### config.mk
export PLATFORM = sky130hd
export DESIGN_NAME = ex_mem_pipe_stage_flat
export DESIGN_NICKNAME = d
export VERILOG_FILES = /design/src/rtl/ex_mem_pipe_stage_if.sv /design/src/rtl/ex_mem_pipe_stage.sv /design/src/flat_wrapper.sv
export SDC_FILE = /design/constraint.sdc
export NUM_CORES = 1
export LEC_CHECK = 0
export CORE_MARGIN = 8
export CORE_UTILIZATION = 51
export DETAILED_ROUTE_END_ITERATION = 16
export PLACE_DENSITY_LB_ADDON = 0.3
export SYNTH_ARGS = -nofsm -noshare
export SYNTH_HDL_FRONTEND = slang
export SYNTH_SLANG_ARGS = --single-unit
### constraint.sdc
create_clock -name clk -period 2.5 [get_ports clk]
set_input_delay 0.5 -clock clk [delete_from_list [all_inputs] [get_ports clk]]
set_output_delay 0.5 -clock clk [all_outputs]
set_load 0.05 [all_outputs]
### src/rtl/ex_mem_pipe_stage_if.sv
// ex_mem_pipe_stage_if
//   EX -> MEM handshake bundle for the EX/MEM pipeline stage.
//   Input side : in_valid/in_ready plus the EX result fields (*_in).
//   Output side: out_valid/out_ready plus the registered copies (*_out).
//   slave  : stage view (consumes *_in, drives *_out and in_ready).
//   master : environment view (drives *_in and out_ready).
interface ex_mem_pipe_stage_if #(
  parameter int RES_W   = 64,
  parameter int RT_W    = 32,
  parameter int DEST_W  = 5,
  parameter int WB_W    = 4,
  parameter int MEM_W   = 3,
  parameter int FLOAT_W = 2
);
  logic               in_valid;
  logic               in_ready;
  logic [WB_W-1:0]    wb_in;
  logic [MEM_W-1:0]   mem_in;
  logic [FLOAT_W-1:0] float_in;
  logic [RES_W-1:0]   alu_res_in;
  logic [RT_W-1:0]    rt_data_in;
  logic [DEST_W-1:0]  dest_in;
  logic               alu_mem_read_in;
  logic               alu_mem_write_in;
  logic               alu_RegWrite_in;

  logic               out_valid;
  logic               out_ready;
  logic [WB_W-1:0]    wb_out;
  logic [MEM_W-1:0]   mem_out;
  logic [FLOAT_W-1:0] float_out;
  logic [RES_W-1:0]   alu_res_out;
  logic [RT_W-1:0]    rt_data_out;
  logic [DEST_W-1:0]  dest_out;
  logic               alu_mem_read_out;
  logic               alu_mem_write_out;
  logic               alu_RegWrite_out;

  modport slave (
    input  in_valid, wb_in, mem_in, float_in, alu_res_in, rt_data_in, dest_in,
           alu_mem_read_in, alu_mem_write_in, alu_RegWrite_in, out_ready,
    output in_ready, out_valid, wb_out, mem_out, float_out, alu_res_out,
           rt_data_out, dest_out, alu_mem_read_out, alu_mem_write_out,
           alu_RegWrite_out
  );

  modport master (
    output in_valid, wb_in, mem_in, float_in, alu_res_in, rt_data_in, dest_in,
           alu_mem_read_in, alu_mem_write_in, alu_RegWrite_in, out_ready,
    input  in_ready, out_valid, wb_out, mem_out, float_out, alu_res_out,
           rt_data_out, dest_out, alu_mem_read_out, alu_mem_write_out,
           alu_RegWrite_out
  );
endinterface

### src/rtl/ex_mem_pipe_stage.sv
// ex_mem_pipe_stage
//   EX/MEM pipeline register with valid/ready handshake and a 2-entry skid
//   buffer (main + skid), so a drop of out_ready costs no throughput.
//   Ports:
//     clk, rst_n : clock, synchronous active-low reset
//     flush      : drops all held beats and the same-cycle input
//     bus        : ex_mem_pipe_stage_if.slave (input beat / output beat)
//     stall_cnt  : saturating count of cycles with out_valid & !out_ready
//   in_ready is a register (never combinational from out_ready); control
//   strobes are squashed to 0 whenever no beat is presented.
module ex_mem_pipe_stage #(
  parameter int RES_W   = 64,
  parameter int RT_W    = 32,
  parameter int DEST_W  = 5,
  parameter int WB_W    = 4,
  parameter int MEM_W   = 3,
  parameter int FLOAT_W = 2,
  parameter int CNT_W   = 16
) (
  input  logic              clk,
  input  logic              rst_n,
  input  logic              flush,
  ex_mem_pipe_stage_if.slave bus,
  output logic [CNT_W-1:0]  stall_cnt
);

  typedef struct packed {
    logic [WB_W-1:0]    wb;
    logic [MEM_W-1:0]   mem;
    logic [FLOAT_W-1:0] flt;
    logic [RES_W-1:0]   res;
    logic [RT_W-1:0]    rt;
    logic [DEST_W-1:0]  dest;
    logic               rd;
    logic               wr;
    logic               rw;
  } beat_t;

  // State bits are {main_valid, skid_valid}.
  typedef enum logic [1:0] {
    EMPTY = 2'b00,
    FULL  = 2'b10,
    SKID  = 2'b11
  } state_t;

  state_t           st_q;
  beat_t            main_q, skid_q, in_beat;
  logic             rdy_q;
  logic [CNT_W-1:0] cnt_q;
  logic             main_vld, accept, pop;

  assign in_beat = '{
    wb:   bus.wb_in,
    mem:  bus.mem_in,
    flt:  bus.float_in,
    res:  bus.alu_res_in,
    rt:   bus.rt_data_in,
    dest: bus.dest_in,
    rd:   bus.alu_mem_read_in,
    wr:   bus.alu_mem_write_in,
    rw:   bus.alu_RegWrite_in
  };

  assign main_vld = st_q[1];
  assign accept   = bus.in_valid & rdy_q;
  assign pop      = main_vld & bus.out_ready;

  always_ff @(posedge clk) begin
    if (!rst_n) begin
      st_q   <= EMPTY;
      main_q <= '0;
      skid_q <= '0;
      rdy_q  <= 1'b0;  // ready rises on the first edge out of reset
      cnt_q  <= '0;
    end else begin
      if (main_vld && !bus.out_ready && !flush && cnt_q != '1)
        cnt_q <= cnt_q + 1'b1;

      if (flush) begin
        st_q  <= EMPTY;
        rdy_q <= 1'b1;
      end else begin
        rdy_q <= 1'b1;
        case (st_q)
          EMPTY: begin
            if (accept) begin
              main_q <= in_beat;
              st_q   <= FULL;
            end
          end
          FULL: begin
            if (accept && pop) begin
              main_q <= in_beat;
            end else if (accept) begin
              // Beat arrived as the consumer stalled: park it in skid.
              skid_q <= in_beat;
              st_q   <= SKID;
              rdy_q  <= 1'b0;
            end else if (pop) begin
              st_q <= EMPTY;
            end
          end
          SKID: begin
            if (pop) begin
              main_q <= skid_q;
              st_q   <= FULL;
            end else begin
              rdy_q <= 1'b0;
            end
          end
          default: st_q <= EMPTY;
        endcase
      end
    end
  end

  assign bus.in_ready          = rdy_q;
  assign bus.out_valid         = main_vld;
  assign bus.alu_res_out       = main_q.res;
  assign bus.rt_data_out       = main_q.rt;
  assign bus.dest_out          = main_q.dest;
  assign bus.float_out         = main_q.flt;
  // Bubbles must not trigger memory or register-file side effects.
  assign bus.wb_out            = main_vld ? main_q.wb  : '0;
  assign bus.mem_out           = main_vld ? main_q.mem : '0;
  assign bus.alu_mem_read_out  = main_vld & main_q.rd;
  assign bus.alu_mem_write_out = main_vld & main_q.wr;
  assign bus.alu_RegWrite_out  = main_vld & main_q.rw;
  assign stall_cnt             = cnt_q;

endmodule

### src/flat_wrapper.sv
// flat-port wrapper written by rule: the top's interface ports become plain ports
module ex_mem_pipe_stage_flat 
#(
  parameter int RES_W   = 64,
  parameter int RT_W    = 32,
  parameter int DEST_W  = 5,
  parameter int WB_W    = 4,
  parameter int MEM_W   = 3,
  parameter int FLOAT_W = 2,
  parameter int CNT_W   = 16
)
  (clk, rst_n, flush, stall_cnt, bus_in_valid, bus_wb_in, bus_mem_in, bus_float_in, bus_alu_res_in, bus_rt_data_in, bus_dest_in, bus_alu_mem_read_in, bus_alu_mem_write_in, bus_alu_RegWrite_in, bus_out_ready, bus_in_ready, bus_out_valid, bus_wb_out, bus_mem_out, bus_float_out, bus_alu_res_out, bus_rt_data_out, bus_dest_out, bus_alu_mem_read_out, bus_alu_mem_write_out, bus_alu_RegWrite_out);
  ex_mem_pipe_stage_if #(.RES_W(RES_W), .RT_W(RT_W), .DEST_W(DEST_W), .WB_W(WB_W), .MEM_W(MEM_W), .FLOAT_W(FLOAT_W)) bus_i ();
  input  logic clk;
  input  logic rst_n;
  input  logic flush;
  output logic [CNT_W-1:0] stall_cnt;
  input wire logic [$bits(bus_i.in_valid)-1:0] bus_in_valid;
  input wire logic [$bits(bus_i.wb_in)-1:0] bus_wb_in;
  input wire logic [$bits(bus_i.mem_in)-1:0] bus_mem_in;
  input wire logic [$bits(bus_i.float_in)-1:0] bus_float_in;
  input wire logic [$bits(bus_i.alu_res_in)-1:0] bus_alu_res_in;
  input wire logic [$bits(bus_i.rt_data_in)-1:0] bus_rt_data_in;
  input wire logic [$bits(bus_i.dest_in)-1:0] bus_dest_in;
  input wire logic [$bits(bus_i.alu_mem_read_in)-1:0] bus_alu_mem_read_in;
  input wire logic [$bits(bus_i.alu_mem_write_in)-1:0] bus_alu_mem_write_in;
  input wire logic [$bits(bus_i.alu_RegWrite_in)-1:0] bus_alu_RegWrite_in;
  input wire logic [$bits(bus_i.out_ready)-1:0] bus_out_ready;
  output wire logic [$bits(bus_i.in_ready)-1:0] bus_in_ready;
  output wire logic [$bits(bus_i.out_valid)-1:0] bus_out_valid;
  output wire logic [$bits(bus_i.wb_out)-1:0] bus_wb_out;
  output wire logic [$bits(bus_i.mem_out)-1:0] bus_mem_out;
  output wire logic [$bits(bus_i.float_out)-1:0] bus_float_out;
  output wire logic [$bits(bus_i.alu_res_out)-1:0] bus_alu_res_out;
  output wire logic [$bits(bus_i.rt_data_out)-1:0] bus_rt_data_out;
  output wire logic [$bits(bus_i.dest_out)-1:0] bus_dest_out;
  output wire logic [$bits(bus_i.alu_mem_read_out)-1:0] bus_alu_mem_read_out;
  output wire logic [$bits(bus_i.alu_mem_write_out)-1:0] bus_alu_mem_write_out;
  output wire logic [$bits(bus_i.alu_RegWrite_out)-1:0] bus_alu_RegWrite_out;
  assign bus_i.in_valid = bus_in_valid;
  assign bus_i.wb_in = bus_wb_in;
  assign bus_i.mem_in = bus_mem_in;
  assign bus_i.float_in = bus_float_in;
  assign bus_i.alu_res_in = bus_alu_res_in;
  assign bus_i.rt_data_in = bus_rt_data_in;
  assign bus_i.dest_in = bus_dest_in;
  assign bus_i.alu_mem_read_in = bus_alu_mem_read_in;
  assign bus_i.alu_mem_write_in = bus_alu_mem_write_in;
  assign bus_i.alu_RegWrite_in = bus_alu_RegWrite_in;
  assign bus_i.out_ready = bus_out_ready;
  assign bus_in_ready = bus_i.in_ready;
  assign bus_out_valid = bus_i.out_valid;
  assign bus_wb_out = bus_i.wb_out;
  assign bus_mem_out = bus_i.mem_out;
  assign bus_float_out = bus_i.float_out;
  assign bus_alu_res_out = bus_i.alu_res_out;
  assign bus_rt_data_out = bus_i.rt_data_out;
  assign bus_dest_out = bus_i.dest_out;
  assign bus_alu_mem_read_out = bus_i.alu_mem_read_out;
  assign bus_alu_mem_write_out = bus_i.alu_mem_write_out;
  assign bus_alu_RegWrite_out = bus_i.alu_RegWrite_out;
  ex_mem_pipe_stage #(.RES_W(RES_W), .RT_W(RT_W), .DEST_W(DEST_W), .WB_W(WB_W), .MEM_W(MEM_W), .FLOAT_W(FLOAT_W), .CNT_W(CNT_W)) u_core (.clk(clk), .rst_n(rst_n), .flush(flush), .bus(bus_i), .stall_cnt(stall_cnt));
endmodule
Word-level counts from Yosys, hierarchy flattened
Index checks and enable logic that the tools add are counted.
Word-level totals
  register bits: 245
  latch bits: 0
  memory bits (writable): 0
  bits in read-only memories: 0
  output and inout port bits: 131
  word-level logic and storage cells: 67
  memories: 0
Operators by class
  add/subtract/negate cells: 1
  multipliers: 0
  divide/modulo/power cells: 0
  $lt $le $gt $ge: 0
  equality and inequality tests: 8
  shift operators: 0
  mux-type cells: 17
  bitwise operators: 8
  reduce and logical (&&, ||, !) cells: 12
Operator list (count)
  two-way mux 113 bit: 3
  one-hot mux 113 bit (3 select lines): 1
  adder 16 x 1 -> 16 bit (second input constant): 1
  != test 16 bit (second input constant): 1
  two-way mux 2 bit: 5
  AND reduction 4 bit: 2
  != test 2 x 1 -> 1 bit (second input constant): 3
  one-hot mux 2 bit (3 select lines): 1
  AND 1 bit: 5
  AND reduction 5 bit: 1
  == test 2 bit (second input constant): 2
  logical AND 1 bit: 4
  two-way mux 1 bit: 4
  two-way mux 4 bit: 1
  two-way mux 3 bit: 1
  != test 3 x 1 -> 1 bit (second input constant): 1
  NOT 1 bit: 3
  nonzero test 3 bit: 1
  logical NOT 1 bit: 2
  logical NOT 2 bit: 1
  != test 2 bit (second input constant): 1
  one-hot mux 1 bit (2 select lines): 1
  OR reduction 2 bit: 1

Depth between registers and ports, before layout
  depth in word-level cells: 5
  gate-level depth with buffers: 9
  depth with buffers taken out: 6

Worst setup path after synthesis
Ideal clock, no wire load.
  path type: register to register
  start: register u_core.st_q[1]
  end: register u_core.main_q (netlist bit u_core.bus.alu_res_out[30])
  setup time: 0.140 ns
  data arrival time: 2.342 ns
  data required time: 2.360 ns
  setup slack: 0.018 ns
  cell stages (with the launch flop): 9
  path through: dfxtp_1 inv_1 ha_1 or2_0 a2111oi_0 buf_2 buf_4 buf_2 a211oi_1
Between the ends
  cells in the longest elaborated chain, start to end: 4
  elaborated cells on any way between the ends: 11
  classes of those cells: 5 x eq/ne; 1 x mux; 1 x bitwise; 4 x reduce/logical
Ends and longest elaborated chain
  start, declared: RTL line ex_mem_pipe_stage.sv:46  | state_t st_q;
  start signal, assigned: RTL line ex_mem_pipe_stage.sv:70  | st_q <= EMPTY;
  start signal, assigned: RTL line ex_mem_pipe_stage.sv:80  | st_q <= EMPTY;
  start signal, assigned: RTL line ex_mem_pipe_stage.sv:88  | st_q <= FULL;
  AND 1 bit: RTL line ex_mem_pipe_stage.sv:66  | assign pop = main_vld & bus.out_ready;
  logical AND 1 bit: RTL line ex_mem_pipe_stage.sv:92  | if (accept && pop) begin
  != test 2 x 1 -> 1 bit (no line)
  AND reduction 5 bit (no line)
  end signal, assigned: RTL line ex_mem_pipe_stage.sv:87  | main_q <= in_beat;
  end signal, assigned: RTL line ex_mem_pipe_stage.sv:93  | main_q <= in_beat;
  end signal, assigned: RTL line ex_mem_pipe_stage.sv:105  | main_q <= skid_q;
  end, declared: RTL line ex_mem_pipe_stage.sv:47  | beat_t main_q, skid_q, in_beat;
Several ways; a longest one is shown, not always the timed one.
A chain may end at the register's enable or synchronous reset.

Final worst setup path
  start: register u_core.cnt_q[3], in the netlist u_core.stall_cnt[3]
  end: output port stall_cnt[3]
RTL lines
  start, declared: RTL line ex_mem_pipe_stage.sv:49  | logic [CNT_W-1:0] cnt_q;
  start signal, assigned: RTL line ex_mem_pipe_stage.sv:77  | cnt_q <= cnt_q + 1'b1;
  end, declared: RTL line flat_wrapper.sv:17  | output logic [CNT_W-1:0] stall_cnt;
No word-level cell between the ends.

==> flow_summary.ini <==
[run_status]
status = finished clean

[logic_synthesis]
synth_area_um2 = 10870
synth_edf_count = 0
yosysMostFrequentCell = dfxtp_1
synth_top_area_share = 0.4514
yosys-top-cells-area = dfxtp_1 45%, mux2i_1 11%, nand2_1 8.3%
yosys-top-cells-count = 245 x dfxtp_1, 240 x nand2_1, 124 x a21oi_1
synthArstFlopShare = 0
netlist_instances = 1239
ys_seq_area_frac = 0.4514
yosysWarnings = 0
yosys.cell_types.count = 41
synth_nets = 1364
ys.flop_type = dfxtp_1
synth_top_area_cell = dfxtp_1
ys_seq_elements = 245
syn_avg_cell_area_um2 = 8.771

[layout]
ff_latch_area_um2 = 4906
nets = 1481
drive_above_1_share = 0.09448
n_fill_cell = 1676
diodes = 0
post-route-util = 0.6687
final_cells = 1651
area_growth_syn_to_layout_pct = 28.96
multi_input_area_um2 = 4767

[clock_tree]
holdBufCountCts = 0
cts_buffer_depth = 3
numCtsBuffers = 26
cts_root_buffer = clkbuf_16
clock_sinks = 245
cts_tree = done
clkTransAtPathRegs_ns = 0.06
cts_max_level = 1
clock_latency_ns = 0.52

[worst_setup_path]
crit_fanout = 8
startpoint_type = register
path_class = reg -> out
cp.required_ns = 2.00
crit_path_end_kind = output pin
critPathMaxStageDelay_ns = 0.88
crit_arrival_ns = 1.88
cp_slowest_cell = clkdlybuf4s50_1
path_cells = clkdlybuf4s50_1
cp_top_family = buffers and inverters
cp.buffers_inverters = 1

[detailed_routing]
drc = 0
dr.pass1.iters = 5
post_drt_wl_per_cell_um = 16.55
via_per_inst = 5.277
wl_mm = 27.33
vias = 8712
ant_nets = 0
dr.first_iter.drc_count = 434

[timing]
hold_viol = 0
skew_ns = 0.008865
final.period_utilization = 0.9528
setup_viol = 0
grt_setup_unrepaired = false
fmax_ghz = 0.4198
slew_headroom = 0.4338
fin_crit_ns = 2.382
maxSlewViolCount = 0
worstMarginPinSlew_ns = 0.8493

[pwr]
power_density_nw_per_um2 = 670.9
ir_drop_v = 0.0004555
leakagePower_nw = 4.546

[die]
initial_core_util = 0.5186
die-area_um2 = 26230
die_w_um = 162.0
die-height_um = 162.0
ios = 249
rows = 53
core_um2 = 20960

[grt]
grt_max_degree = 112
first_global_vias = 8198
grt-ovfl-total = 0
track_usage = 0.1967
antenna_found_initial = 1
grt_pass1_wl_mm = 42.94

[placement]
numPortBuffers = 248
placed_cells = 1602
hpwl_mm = 18.48
place.gp.congestion = 0.8398

[flow_run]
drv_cap = 0

[min_path]
hp-class = reg -> reg
[per-layer routing]
metal	routed length [um]	track usage
met5	9	0
met4	618	0.05766
met3	1784	0.04581
met2	13040	0.3313
met1	11880	0.2464
[kinds of logic (layout without fill, tap and decap cells)]
logic type | after synthesis | in the layout | share of synthesized area
buffers and inverters | 201 | 338 | 0.1127
and+or+nand+nor | 406 | 406 | 0.1537
AOI/OAI and AO/OA | 262 | 262 | 0.1655
adders and majority gates | 7 | 7 | 0.008060
muxes | 118 | 118 | 0.1087
DFF | 245 | 245 | 0.4514
[repair_timing]
| action | CTS | global route |
|---|---|---|
| hold endpoints to repair | 0 | 0 |
| setup endpoints to repair | 0 | 4 |
| buffers inserted | 0 | 1 |
| gates resized for setup | 0 | 1 |
[final timing paths]
| kind | endpoint | depth (start not counted) | slack [ns] | startpoint |
|---|---|---|---|---|
| max | stall_cnt[3] | 1 | 0.12 | u_core.stall_cnt[3] |
| min reg2reg | u_core.skid_q[110] | 2 | 0.45 | u_core.skid_q[110] |
| max reg2reg | u_core.bus.dest_out[2] | 9 | 0.31 | u_core.st_q[0] |
| min | u_core.skid_q[110] | 2 | 0.45 | u_core.skid_q[110] |
[state kept, by name, summed over array words and instances, names as in the netlist]
register	flops
u_core.bus.alu_res_out	64
u_core.main_q	10
u_core.bus.rt_data_out	32
u_core.skid_q	113
u_core.bus.in_ready	1
u_core.st_q	2
u_core.stall_cnt	16
u_core.bus.float_out	2
u_core.bus.dest_out	5
[layout by cell type, fill, tap and decap left out, types with 5 or more instances in the layout]
master / n
nand4_1: 5
dfxtp_1: 244
o21ai_0: 6
clkdlybuf4s50_1: 237
buf_12: 28
ha_1: 6
and2_1: 11
clkbuf_16: 27
a21oi_1: 124
nand2b_1: 5
mux2i_1: 118
a211oi_2: 30
clkinv_2: 6
or4_1: 5
nand2_1: 240
nor2_1: 115
nand3_1: 5
a211oi_1: 84
buf_4: 20
clkbuf_8: 9
[report_power, final]
part | leakage, nW | switching (W) | internal (W)
registers | 1.99 | 0.0000763 | 0.00405
logic | 2.11 | 0.000839 | 0.000563
clock network | 0.443 | 0.00154 | 0.00234
total | 4.55 | 0.00245 | 0.00695
[area by class of cell]
type	instances	share of cell area
Sequential cell	245	0.3501
Clock buffer	39	0.05786
Multi-Input combinational cell	793	0.3402
Inverter	5	0.001875
Clock inverter	9	0.005446
Tap cell	275	0.02455
Timing Repair Buffer	285	0.2200
[stage by stage]
| stage | setup WS, ns | TNS (ns) | total power (W) | hold WS, ns | area, um2 |
|---|---|---|---|---|---|
| final | 0.1179 | 0 | 0.009401 | 0.4514 | 14010 |
| after global routing | 0.06668 | 0 | 0.009731 | 0.4647 | 14010 |
| after CTS | 0.1085 | 0 | 0.009497 | 0.4544 | 14000 |
| after detailed placement | -0.1106 | -4.506 | 0.005617 | 0.4463 | 13120 |
| after global placement | 0.01067 | 0 | 0.005595 | 0.4406 | 13120 |
| after floorplan | 0.01796 | 0 | 0.005185 | 0.4360 | 10870 |
(Power assumes the default switching activity.)
